## config.mk

```make
export PLATFORM = sky130hd
export DESIGN_NAME = counter_monitor
export DESIGN_NICKNAME = d
export VERILOG_FILES = /design/src/rtl/counter_monitor.sv
export SDC_FILE = /design/constraint.sdc
export NUM_CORES = 1
export LEC_CHECK = 0
export ABC_AREA = 1
export CAP_MARGIN = 10
export CORE_UTILIZATION = 40
export CTS_CLUSTER_SIZE = 30
export DETAILED_ROUTE_END_ITERATION = 10
export GPL_ROUTABILITY_DRIVEN = 0
export GPL_TIMING_DRIVEN = 0
export SKIP_CTS_REPAIR_TIMING = 1
export SYNTH_ARGS = -nofsm -noshare
export SYNTH_HDL_FRONTEND = slang
export SYNTH_SLANG_ARGS = --single-unit
```

## constraint.sdc

```tcl
create_clock -name clk -period 2.97 [get_ports clk]
set_clock_uncertainty 0.1 [all_clocks]
set_input_delay 0.4455 -clock clk [delete_from_list [all_inputs] [get_ports clk]]
set_output_delay 0.4455 -clock clk [all_outputs]
set_load 0.005 [all_outputs]
```

## src/rtl/counter_monitor.sv

```systemverilog
// counter_monitor
//   Receive-side checker for the up/down counter family. Samples the observed
//   count bus and mode every clock, predicts the next value (+1 up, -1 down,
//   modulo 2^WIDTH, or 0 after a clear) and flags steps that break that rule.
//
// Ports
//   clk        system clock, all state changes on posedge
//   rst        asynchronous active-low reset
//   en         monitor enable; 0 = ignore bus and return to IDLE
//   m          mode of observed counter (1 = up, 0 = down), same cycle as count_in
//   clr_in     observed counter was cleared this cycle; next expected value is 0
//   count_in   observed count value
//   locked     1 while in LOCK (registered)
//   err_pulse  one-cycle pulse per counted error
//   err_count  saturating number of counted errors
//   last_bad   count_in value of the most recent counted error
//   sticky_err set on the first counted error, cleared only by reset
module counter_monitor #(
    parameter int WIDTH      = 32,
    parameter int ERRW       = 16,
    parameter int LOCK_CNT   = 4,
    parameter int UNLOCK_CNT = 3
) (
    input  logic             clk,
    input  logic             rst,
    input  logic             en,
    input  logic             m,
    input  logic             clr_in,
    input  logic [WIDTH-1:0] count_in,
    output logic             locked,
    output logic             err_pulse,
    output logic [ERRW-1:0]  err_count,
    output logic [WIDTH-1:0] last_bad,
    output logic             sticky_err
);

    typedef enum logic [1:0] {IDLE, ACQ, LOCK} state_t;

    localparam logic [WIDTH-1:0] ONE      = WIDTH'(1);
    localparam logic [ERRW-1:0]  ERR_ONE  = ERRW'(1);
    localparam logic [ERRW-1:0]  ERR_MAX  = '1;
    localparam logic [3:0]       LOCK_N   = 4'(LOCK_CNT);
    localparam logic [3:0]       UNLOCK_N = 4'(UNLOCK_CNT);

    state_t           state;
    logic [WIDTH-1:0] exp_q;
    logic [WIDTH-1:0] pred;
    logic [3:0]       good_run;
    logic [3:0]       bad_run;
    logic             match;

    // Next expectation from the current sample; natural wrap gives
    // all-ones+1 = 0 and 0-1 = all-ones.
    always_comb begin
        pred = '0;
        if (clr_in)
            pred = '0;
        else if (m)
            pred = count_in + ONE;
        else
            pred = count_in - ONE;
    end

    assign match = (count_in == exp_q);

    always_ff @(posedge clk or negedge rst) begin
        if (!rst) begin
            state      <= IDLE;
            exp_q      <= '0;
            good_run   <= '0;
            bad_run    <= '0;
            locked     <= 1'b0;
            err_pulse  <= 1'b0;
            err_count  <= '0;
            last_bad   <= '0;
            sticky_err <= 1'b0;
        end else begin
            err_pulse <= 1'b0;
            if (!en) begin
                // error history is kept across disable
                state    <= IDLE;
                locked   <= 1'b0;
                good_run <= '0;
                bad_run  <= '0;
            end else begin
                // Always re-predict from the current sample: on a match this
                // equals the old chain, on a mismatch it is the resync.
                exp_q <= pred;
                case (state)
                    IDLE: begin
                        state    <= ACQ;
                        good_run <= '0;
                    end
                    ACQ: begin
                        if (match) begin
                            if (good_run + 4'd1 == LOCK_N) begin
                                state    <= LOCK;
                                locked   <= 1'b1;
                                good_run <= '0;
                                bad_run  <= '0;
                            end else begin
                                good_run <= good_run + 4'd1;
                            end
                        end else begin
                            good_run <= '0;
                        end
                    end
                    LOCK: begin
                        if (match) begin
                            bad_run <= '0;
                        end else begin
                            err_pulse  <= 1'b1;
                            last_bad   <= count_in;
                            sticky_err <= 1'b1;
                            if (err_count != ERR_MAX)
                                err_count <= err_count + ERR_ONE;
                            if (bad_run + 4'd1 == UNLOCK_N) begin
                                state    <= ACQ;
                                locked   <= 1'b0;
                                good_run <= '0;
                                bad_run  <= '0;
                            end else begin
                                bad_run <= bad_run + 4'd1;
                            end
                        end
                    end
                    default: state <= IDLE;
                endcase
            end
        end
    end

endmodule

```

==> summary.txt, run 1 <==
Die
  • Core area: 15,300 sq um
  • Die width: 127 um
  • Die height: 127 um
  • Initial core utilization: 41.2%
  • Core Rows: 45
  • Die area: 16,200 sq um
  • I/O Pins: 88

Place
  • Worst slack, placed: -807 ps
  • Post-DP HPWL: 13.9 mm
  • I/O Buffers: 87

STA
  • Setup repair after global routing missed its margin: false
  • Crit path time final: 2710 ps
  • Max_slew headroom: 61.9%
  • Final setup viols: 0
  • Fin worst setup slack: 260 ps
  • Final hold violations: 36
  • Hold slack: -42.9 ps
  • Post-route setup TNS: 0 ps
  • Worst Tran Pin Value: 571 ps
  • Max Clk Rate: 369 MHz
  • Period utilization: 91.2%
  • Max-slew violations: 0

Synth
  • Most used DFF post-synth: dfrtp_1
  • Syn_nets: 986
  • XOR/XNOR Fraction of Synth Area: 5.58%
  • Mapped Area: 6280 sq um
  • Distinct cells, synth: 33
  • Syn avg cell area: 6.88 sq um
  • Synth top area share: 37.1%
  • Synth top area cells: dfrtp_1 37%, nand2_1 22%, ha_1 7.0%
  • Sequential element share of the synthesized area: 37.1%
  • FFs w/ async S/R, synth: 100%
  • Post-synth top cells: 367 x nand2_1, 93 x dfrtp_1, 85 x nor2_1
  • Yosys warns: 0
  • Combinational family with the most area after synthesis: simple AND/OR/NAND/NOR gates
  • Post-synth top area cell: dfrtp_1
  • Most frequent cell after synthesis: nand2_1
  • Simple-gate portion of the synthesized area: 33.8%
  • Synth Area in Compound Gates: 10.7%
  • Synthesized instance count: 913
  • Adder-cell share of the synthesized area: 7.29%
  • Post-synthesis mux area share: 0%
  • Post-synthesis register bit count: 93
  • Post-synth EDFFs: 0

Clocking
  • TritonCTS Buffers: 9
  • H-tree levels: 3
  • CTS sink count: 93
  • Reg clk slew, reported paths: 60 ps
  • CTS tree: done
  • Clock root cell: clkbuf_16
  • Clk_lat worst skew: 350 ps
  • Clock Tree Buf Depth: 2

Critical path
  • Worst setup EP type: register
  • CP Data Required Time: 3110 ps
  • R2r startpoint: exp_q[6]
  • Reg2reg setup slack: 870 ps
  • WP data arrival: 2850 ps
  • R2r worst-path depth: 10
  • Max FO, Critical Path: 10
  • Worst Setup Path Type: input port to register
  • CP Launch Type: input port
  • FF-to-FF End: last_bad[31]
  • Critical path origin: m

Layout
  • Nets: 1,092
  • Antenna diode count: 0
  • Area Growth Syn to Fin: 23.9%
  • Fin util: 51.0%
  • Layout cells sized above 1: 4.30%

Detailed routing
  • Routed WL: 17.5 mm
  • DRT antenna net count: 0
  • Routed len/inst: 14.2 um
  • Met3 WL: 701 um
  • Drt pass-1 iters: 5
  • Met2 wire length: 8.02 mm
  • Vias per inst: 4.83
  • Max Used Layer: met4
  • Met1 wire length: 8.52 mm
  • 1st-iter DRT viols: 342
  • # DRC: 0
  • Via Count: 5,964

Pwr
  • Pleak: 3.76 nW
  • Pwr dens: 577 nW/um^2
  • Total Power: 4.49 mW
  • Peak VDD IR: 317 uV

Hold path
  • HP Class: input port to asynchronous set/reset pin

Global route
  • Largest net degree at the start of global routing: 58
  • Total GRT Usage: 22.8%
  • Global-route wire length before repair: 28.5 mm
  • Initial antenna violation count: 0
  • Aggregate global routing overflow: 0
  • Vias in the first global route: 5,617

Status
  • Status: complete, but fails checks
  • Failing checks: negative hold slack

Flow run
  • Max-Cap Viols: 0
how the worst max path moves through the flow:
stage	depth (start not counted)	endpoint	slack [ps]
floorplan	11	exp_q[13]	360
global placement	1	exp_q[26]	-2270
detailed placement	14	exp_q[30]	-810
CTS	14	exp_q[30]	-450
global route	16	exp_q[23]	70
finish	16	exp_q[23]	260
metal layers:
layer / vias up / global-route usage (%)
li1: 3160 / -
met1: 2682 / 31.5
met2: 103 / 36.6
met3: 19 / 4.31
met4: 0 / 6.23
met5: - / 0
state kept, by name, summed over array words and instances, names as in the netlist:
register,flops
bad_run,4
good_run,4
state,2
locked,1
exp_q,32
err_count,16
err_pulse,1
sticky_err,1
last_bad,32
stage by stage:
stage                     instances  area, sq um
final                          1235         7780
after global routing           1235         7780
after CTS                      1228         7720
after detailed placement       1212         7440
after global placement         1211         7420
after floorplan                 913         6280
power by group:
part           internal (mW)  switching (mW)
clock network          0.613           0.485
logic                  0.793           0.815
registers               1.57           0.213
layout make-up:
type | instances | area [sq um]
buffer | 14 | 70.1
timing repair buffer | 94 | 943
sequential | 93 | 2330
multi-input combinational | 732 | 3600
inverter | 74 | 284
timing repair inverter | 1 | 7.51
fill | 1516 | 7480
tap | 211 | 264
clock buffer | 13 | 260
clock inverter | 3 | 20.0
cell families after synthesis:
logic type | count (synthesis)
buf+inv | 88
fa+ha+maj | 36
xor+xnor | 40
simple gates | 531
flops | 93
compound gates | 125
worst max-delay path: stages:
cell,delay (ps)
dlymetal6s2s_1,280
clkinvlp_4,130
buf_4,190
buf_4,150
ha_1,260
nand2_1,50
o21ai_0,430
nand2_1,140
nand2_1,140
nand2_1,60
nand2_1,160
nand3_1,140
nand2_1,90
nand2_1,50
nand3_1,70
nand2_1,60
placed cells by master (no fill, tap or decap), types with 2 or more instances in the layout:
| master | n |
|---|---|
| inv_1 | 71 |
| and2_1 | 2 |
| ha_1 | 35 |
| nor2_1 | 85 |
| o21ai_0 | 51 |
| clkbuf_1 | 7 |
| nand2_1 | 367 |
| nand3_1 | 56 |
| nor2_2 | 2 |
| nor4_1 | 3 |
| clkbuf_16 | 9 |
| nand4_1 | 3 |
| xor2_1 | 6 |
| a21oi_1 | 45 |
| a32o_1 | 2 |
| xnor2_1 | 34 |
| clkdlybuf4s50_1 | 85 |
| clkbuf_8 | 2 |
| buf_2 | 8 |
| dfrtp_1 | 93 |
| clkinvlp_4 | 4 |
| buf_4 | 7 |
| o22ai_1 | 2 |
| or2_2 | 5 |
| a21o_1 | 4 |
| o211ai_1 | 3 |
| o21ai_1 | 15 |
| nor3_1 | 5 |
Power figures use the tool's default switching activity.
==> run 2: changes to the inputs <==
- PLACE_DENSITY_LB_ADDON: not set -> 0.1
==> summary.txt, run 2 (synthesis results as in run 1) <==
Pwr
  • Pleak: 3.79 nW
  • Power share of the combinational group: 34.5%
  • Pwr dens: 596 nW/um^2
  • Sequential power share: 38.1%
  • Sw Pwr: 1.53 mW
  • Clock share of power: 27.4%
  • Net Sw Frac: 32.7%
  • Pint: 3.14 mW
  • Peak VDD IR: 327 uV

Global route
  • Aggregate global routing overflow: 0
  • Initial antenna violation count: 0
  • Global-route wire length before repair: 28.3 mm
  • Largest net degree at the start of global routing: 67
  • Vias in the first global route: 5,433
  • Total GRT Usage: 22.7%

STA
  • Final setup viols: 0
  • Setup repair after global routing missed its margin: false
  • Period utilization: 92.7%
  • Max Clk Rate: 363 MHz
  • Worst Tran Pin Value: 648 ps
  • Max-slew violations: 0
  • Crit path time final: 2750 ps
  • Post-route setup TNS: 0 ps
  • Final hold violations: 0
  • Max_slew headroom: 56.8%

Critical path
  • R2r worst-path depth: 7
  • Reg2reg setup slack: 890 ps
  • Max FO, Critical Path: 12
  • CP Launch Type: input port
  • FF-to-FF End: err_count[14]
  • Worst Setup Path Type: input port to register
  • Critical path origin: m
  • CP Data Required Time: 3100 ps
  • CP endpoint: exp_q[14]
  • R2r startpoint: err_count[0]
  • Worst setup EP type: register
  • WP data arrival: 2880 ps

Place
  • Dpl cells: 1,212
  • Post-DP HPWL: 14.2 mm
  • I/O Buffers: 87
  • Placed Area: 7440 sq um

Detailed routing
  • Routed WL: 18.0 mm
  • # DRC: 0
  • Drt pass-1 iters: 5
  • Routed len/inst: 14.6 um
  • Vias per inst: 4.91
  • Via Count: 6,061
  • 1st-iter DRT viols: 331
  • DRT antenna net count: 0

Clocking
  • Clock root cell: clkbuf_16
  • Clock Tree Buf Depth: 2
  • Clk_lat worst skew: 350 ps
  • TritonCTS Buffers: 9
  • H-tree levels: 3
  • CTS sink count: 93
  • Reg clk slew, reported paths: 60 ps
  • CTS tree: done

Layout
  • Antenna diode count: 0
  • Fin area: 7840 sq um
  • Top flop regs: exp_q x32, last_bad x32, err_count x16
  • FF/Latch Area: 2330 sq um
  • Nets: 1,093
  • Area of the multi-input gates: 3600 sq um
  • Commonest cells after routing, fill and taps aside: 367 x nand2_1, 93 x dfrtp_1, 85 x nor2_1, 85 x clkdlybuf4s50_1, 71 x inv_1
  • Commonest non-fill, non-tap cell in the layout: nand2_1
  • Fillcell total: 1,527
  • Fin cells: 1,235
  • Layout cells sized above 1: 4.30%
  • Area Growth Syn to Fin: 24.7%

Die
  • I/O Pins: 88
  • Core Rows: 45
  • Die height: 127 um
  • Die area: 16,200 sq um
  • Die width: 127 um
  • Initial core utilization: 41.2%
  • Core area: 15,300 sq um

Flow run
  • Max-Cap Viols: 0

Status
  • Status: finished, final reports clean

Hold path
  • HP Class: register to register
[run 2: cell types whose count changed in the layout (fill, tap and decap cells not counted)]
cell | before | now
bufinv_16 | 0 | 2
clkbuf_1 | 7 | 6
clkinv_2 | 1 | 0
clkinv_4 | 0 | 1
clkinvlp_4 | 4 | 2
dlygate4sd3_1 | 0 | 1
o21ai_0 | 51 | 52
o21ai_1 | 15 | 14
[run 2: layout make-up]
type | instances | share of cell area (%)
Multi-Input combinational cell | 732 | 46.0
Tap cell | 211 | 3.37
Inverter | 74 | 3.63
Sequential cell | 93 | 29.7
Clock buffer | 12 | 3.27
Buffer | 14 | 0.894
Timing Repair inverter | 1 | 0.0958
Timing Repair Buffer | 95 | 12.2
Clock inverter | 3 | 0.878
[run 2: power by group through the flow]
| stage | logic, mW | registers (mW) | clock network (mW) |
|---|---|---|---|
| global placement | 1.59 | 1.80 | 0 |
| CTS | 1.61 | 1.78 | 1.29 |
| global route | 1.80 | 1.82 | 1.35 |
| finish | 1.61 | 1.78 | 1.28 |
| floorplan | 0.815 | 1.78 | 0 |
| detailed placement | 1.61 | 1.80 | 0 |
[run 2: worst min path at each step]
stage                  from           end  slack (ps)  cells after the start
6_report       last_bad[26]  last_bad[26]         370                      2
5_1_grt          sticky_err    sticky_err         390                      1
4_1_cts                 rst   good_run[2]         -60                      1
3_5_place_dp            rst   good_run[2]         310                      1
3_3_place_gp   last_bad[16]  last_bad[16]         350                      2
2_1_floorplan           rst    bad_run[0]          50                      0
[run 2: per-stage QoR]
stage / total power [mW] / setup slack (ps) / hold slack [ps] / utilization, %
after CTS: 4.69 / -386 / -63.2 / 50.9
after detailed placement: 3.41 / -733 / 305 / 48.8
after global placement: 3.39 / -2370 / 353 / 48.6
after global routing: 4.98 / 42.9 / 395 / 51.3
after floorplan: 2.60 / 365 / 49.9 / -
final: 4.67 / 217 / 372 / 51.3
[run 2: worst max-delay path: stages]
cell and delay (ps):
dlymetal6s2s_1 310, clkinvlp_4 140, buf_4 210, buf_4 160, fa_1 430, nand2_1 100
o21ai_0 190, nand2_1 110, nand2_1 110, nand3_1 90, nand2_1 120, or2_2 300
nand3_1 100, nand2_1 60
[run 2: metal layers]
metal	part of all wire [%]	vias up	GRT usage, %
met1	49	2750	32.5
met3	4.1	21	3.02
met2	45	132	35.8
met4	1.8	0	6.79
li1	-	3158	-
met5	0	-	0
==> run 3: changes to the inputs <==
- REMOVE_ABC_BUFFERS: not set -> 1
==> summary.txt, run 3 (synthesis results as in run 1) <==
Critical path
  • Worst Setup Path Type: input port to register
  • Worst setup EP type: register
  • CP Data Required Time: 3080 ps
  • WP data arrival: 2920 ps
  • Crit path max-delay family: buffers and inverters
  • CP Launch Type: input port
  • Worst Path Buf+Inv: 3
  • Max FO, Critical Path: 16
  • Worst path cell trace: clkdlybuf4s50_1 -> clkinvlp_4 -> buf_16 -> ha_1 -> a21oi_1 -> o21ai_0 -> a21oi_1 -> nand2_1 -> or2_2 -> nand3_1 -> o21ai_0
  • Critical path's largest stage delay: 550 ps
  • Slowest-stage cell, CP: clkdlybuf4s50_1

Layout
  • FF/Latch Area: 2330 sq um
  • Fillcell total: 1,528
  • Area Growth Syn to Fin: 24.2%
  • Area of the multi-input gates: 3620 sq um
  • Nets: 1,078
  • Commonest non-fill, non-tap cell in the layout: nand2_1
  • Antenna diode count: 0
  • Layout cells sized above 1: 3.96%
  • Commonest cells after routing, fill and taps aside: 367 x nand2_1, 93 x dfrtp_1, 86 x clkdlybuf4s50_1
  • Fin util: 51.1%
  • Top flop regs: exp_q x32, last_bad x32, err_count x16

STA
  • Final setup viols: 0
  • Worst Tran Pin Value: 720 ps
  • Crit path time final: 2800 ps
  • Max_slew headroom: 51.7%
  • Max Clk Rate: 357 MHz
  • Max-slew violations: 0
  • Final hold violations: 0
  • Setup repair after global routing missed its margin: false
  • Hold slack: 14.3 ps
  • Period utilization: 94.4%

Die
  • Initial core utilization: 41.2%
  • Core Rows: 45
  • Die area: 16,200 sq um
  • Core area: 15,300 sq um
  • I/O Pins: 88
  • Die width: 127 um
  • Die height: 127 um

Place
  • Post-DP HPWL: 12.5 mm
  • I/O Buffers: 87

Global route
  • Largest net degree at the start of global routing: 50
  • Aggregate global routing overflow: 0
  • Global-route wire length before repair: 27.6 mm
  • Initial antenna violation count: 0
  • Total GRT Usage: 21.7%
  • Vias in the first global route: 5,513

Clocking
  • CTS tree: done
  • H-tree levels: 3
  • Clock root cell: clkbuf_16
  • Clk_lat worst skew: 350 ps
  • TritonCTS Buffers: 9
  • Reg clk slew, reported paths: 70 ps
  • Clock Tree Buf Depth: 2
  • CTS sink count: 93

Pwr
  • Net Sw Frac: 33.1%
  • Sequential power share: 38.5%
  • Power share of the combinational group: 35.1%
  • Peak VDD IR: 284 uV
  • Pwr dens: 587 nW/um^2
  • Pleak: 3.74 nW
  • Pint: 3.06 mW
  • Sw Pwr: 1.51 mW
  • Clock share of power: 26.4%

Detailed routing
  • Vias per inst: 4.86
  • 1st-iter DRT viols: 400
  • Routed len/inst: 13.7 um
  • Routed WL: 16.8 mm
  • DRT antenna net count: 0
  • Via Count: 5,934
  • Drt pass-1 iters: 5
  • # DRC: 0

Hold path
  • HP Class: input port to asynchronous set/reset pin

Status
  • Status: finished, final reports clean

Flow run
  • Max-Cap Viols: 0
[run 3: area by class of cell]
cell class / count / area share, %
well taps: 211 / 3.39
flip-flops and latches: 93 / 29.8
inverters: 74 / 3.72
clock inverters: 3 / 0.562
repair inverters: 1 / 0.0642
clock buffers: 13 / 3.34
repair buffers: 94 / 12.7
multi-input cells: 732 / 46.4
[run 3: power by group through the flow]
stage / Clock (mW) / Sequential [mW] / Combinational [mW]
4_1_cts: 1.24 / 1.76 / 1.59
6_report: 1.21 / 1.76 / 1.61
3_3_place_gp: 0 / 1.78 / 1.56
3_5_place_dp: 0 / 1.78 / 1.58
2_1_floorplan: 0 / 1.78 / 0.792
5_1_grt: 1.28 / 1.81 / 1.82
[run 3: worst paths after layout]
kind                                     end    startpoint  cells after the start  slack [ps]
worst max register to register  err_count[2]  err_count[0]                      6         550
worst min register to register    sticky_err    sticky_err                      1         370
min in group clk                  sticky_err    sticky_err                      1         370
max in group asynchronous       last_bad[23]           rst                      2        2110
worst max-delay path               exp_q[13]             m                     11         170
worst min-delay path               exp_q[16]           rst                      1          10
[run 3: routing by layer]
metal	GRT usage [%]	vias up	wire [um]
met1	31.0	2679	8490
met3	3.10	21	587
li1	-	3120	-
met2	34.2	114	7380
met4	6.30	0	301
met5	0	-	0
[run 3: through the flow]
| step | instances | TNS [ps] | setup WS [ps] | total power [mW] | cell area (sq um) |
|---|---|---|---|---|---|
| floorplan | 899 | 0 | 348 | 2.57 | 6210 |
| global placement | 1197 | -263190 | -2260 | 3.34 | 7350 |
| detailed placement | 1199 | -36870 | -775 | 3.36 | 7390 |
| CTS | 1215 | -9700 | -409 | 4.59 | 7690 |
| global route | 1221 | 0 | 0.0691 | 4.91 | 7800 |
| finish | 1221 | 0 | 167 | 4.57 | 7800 |
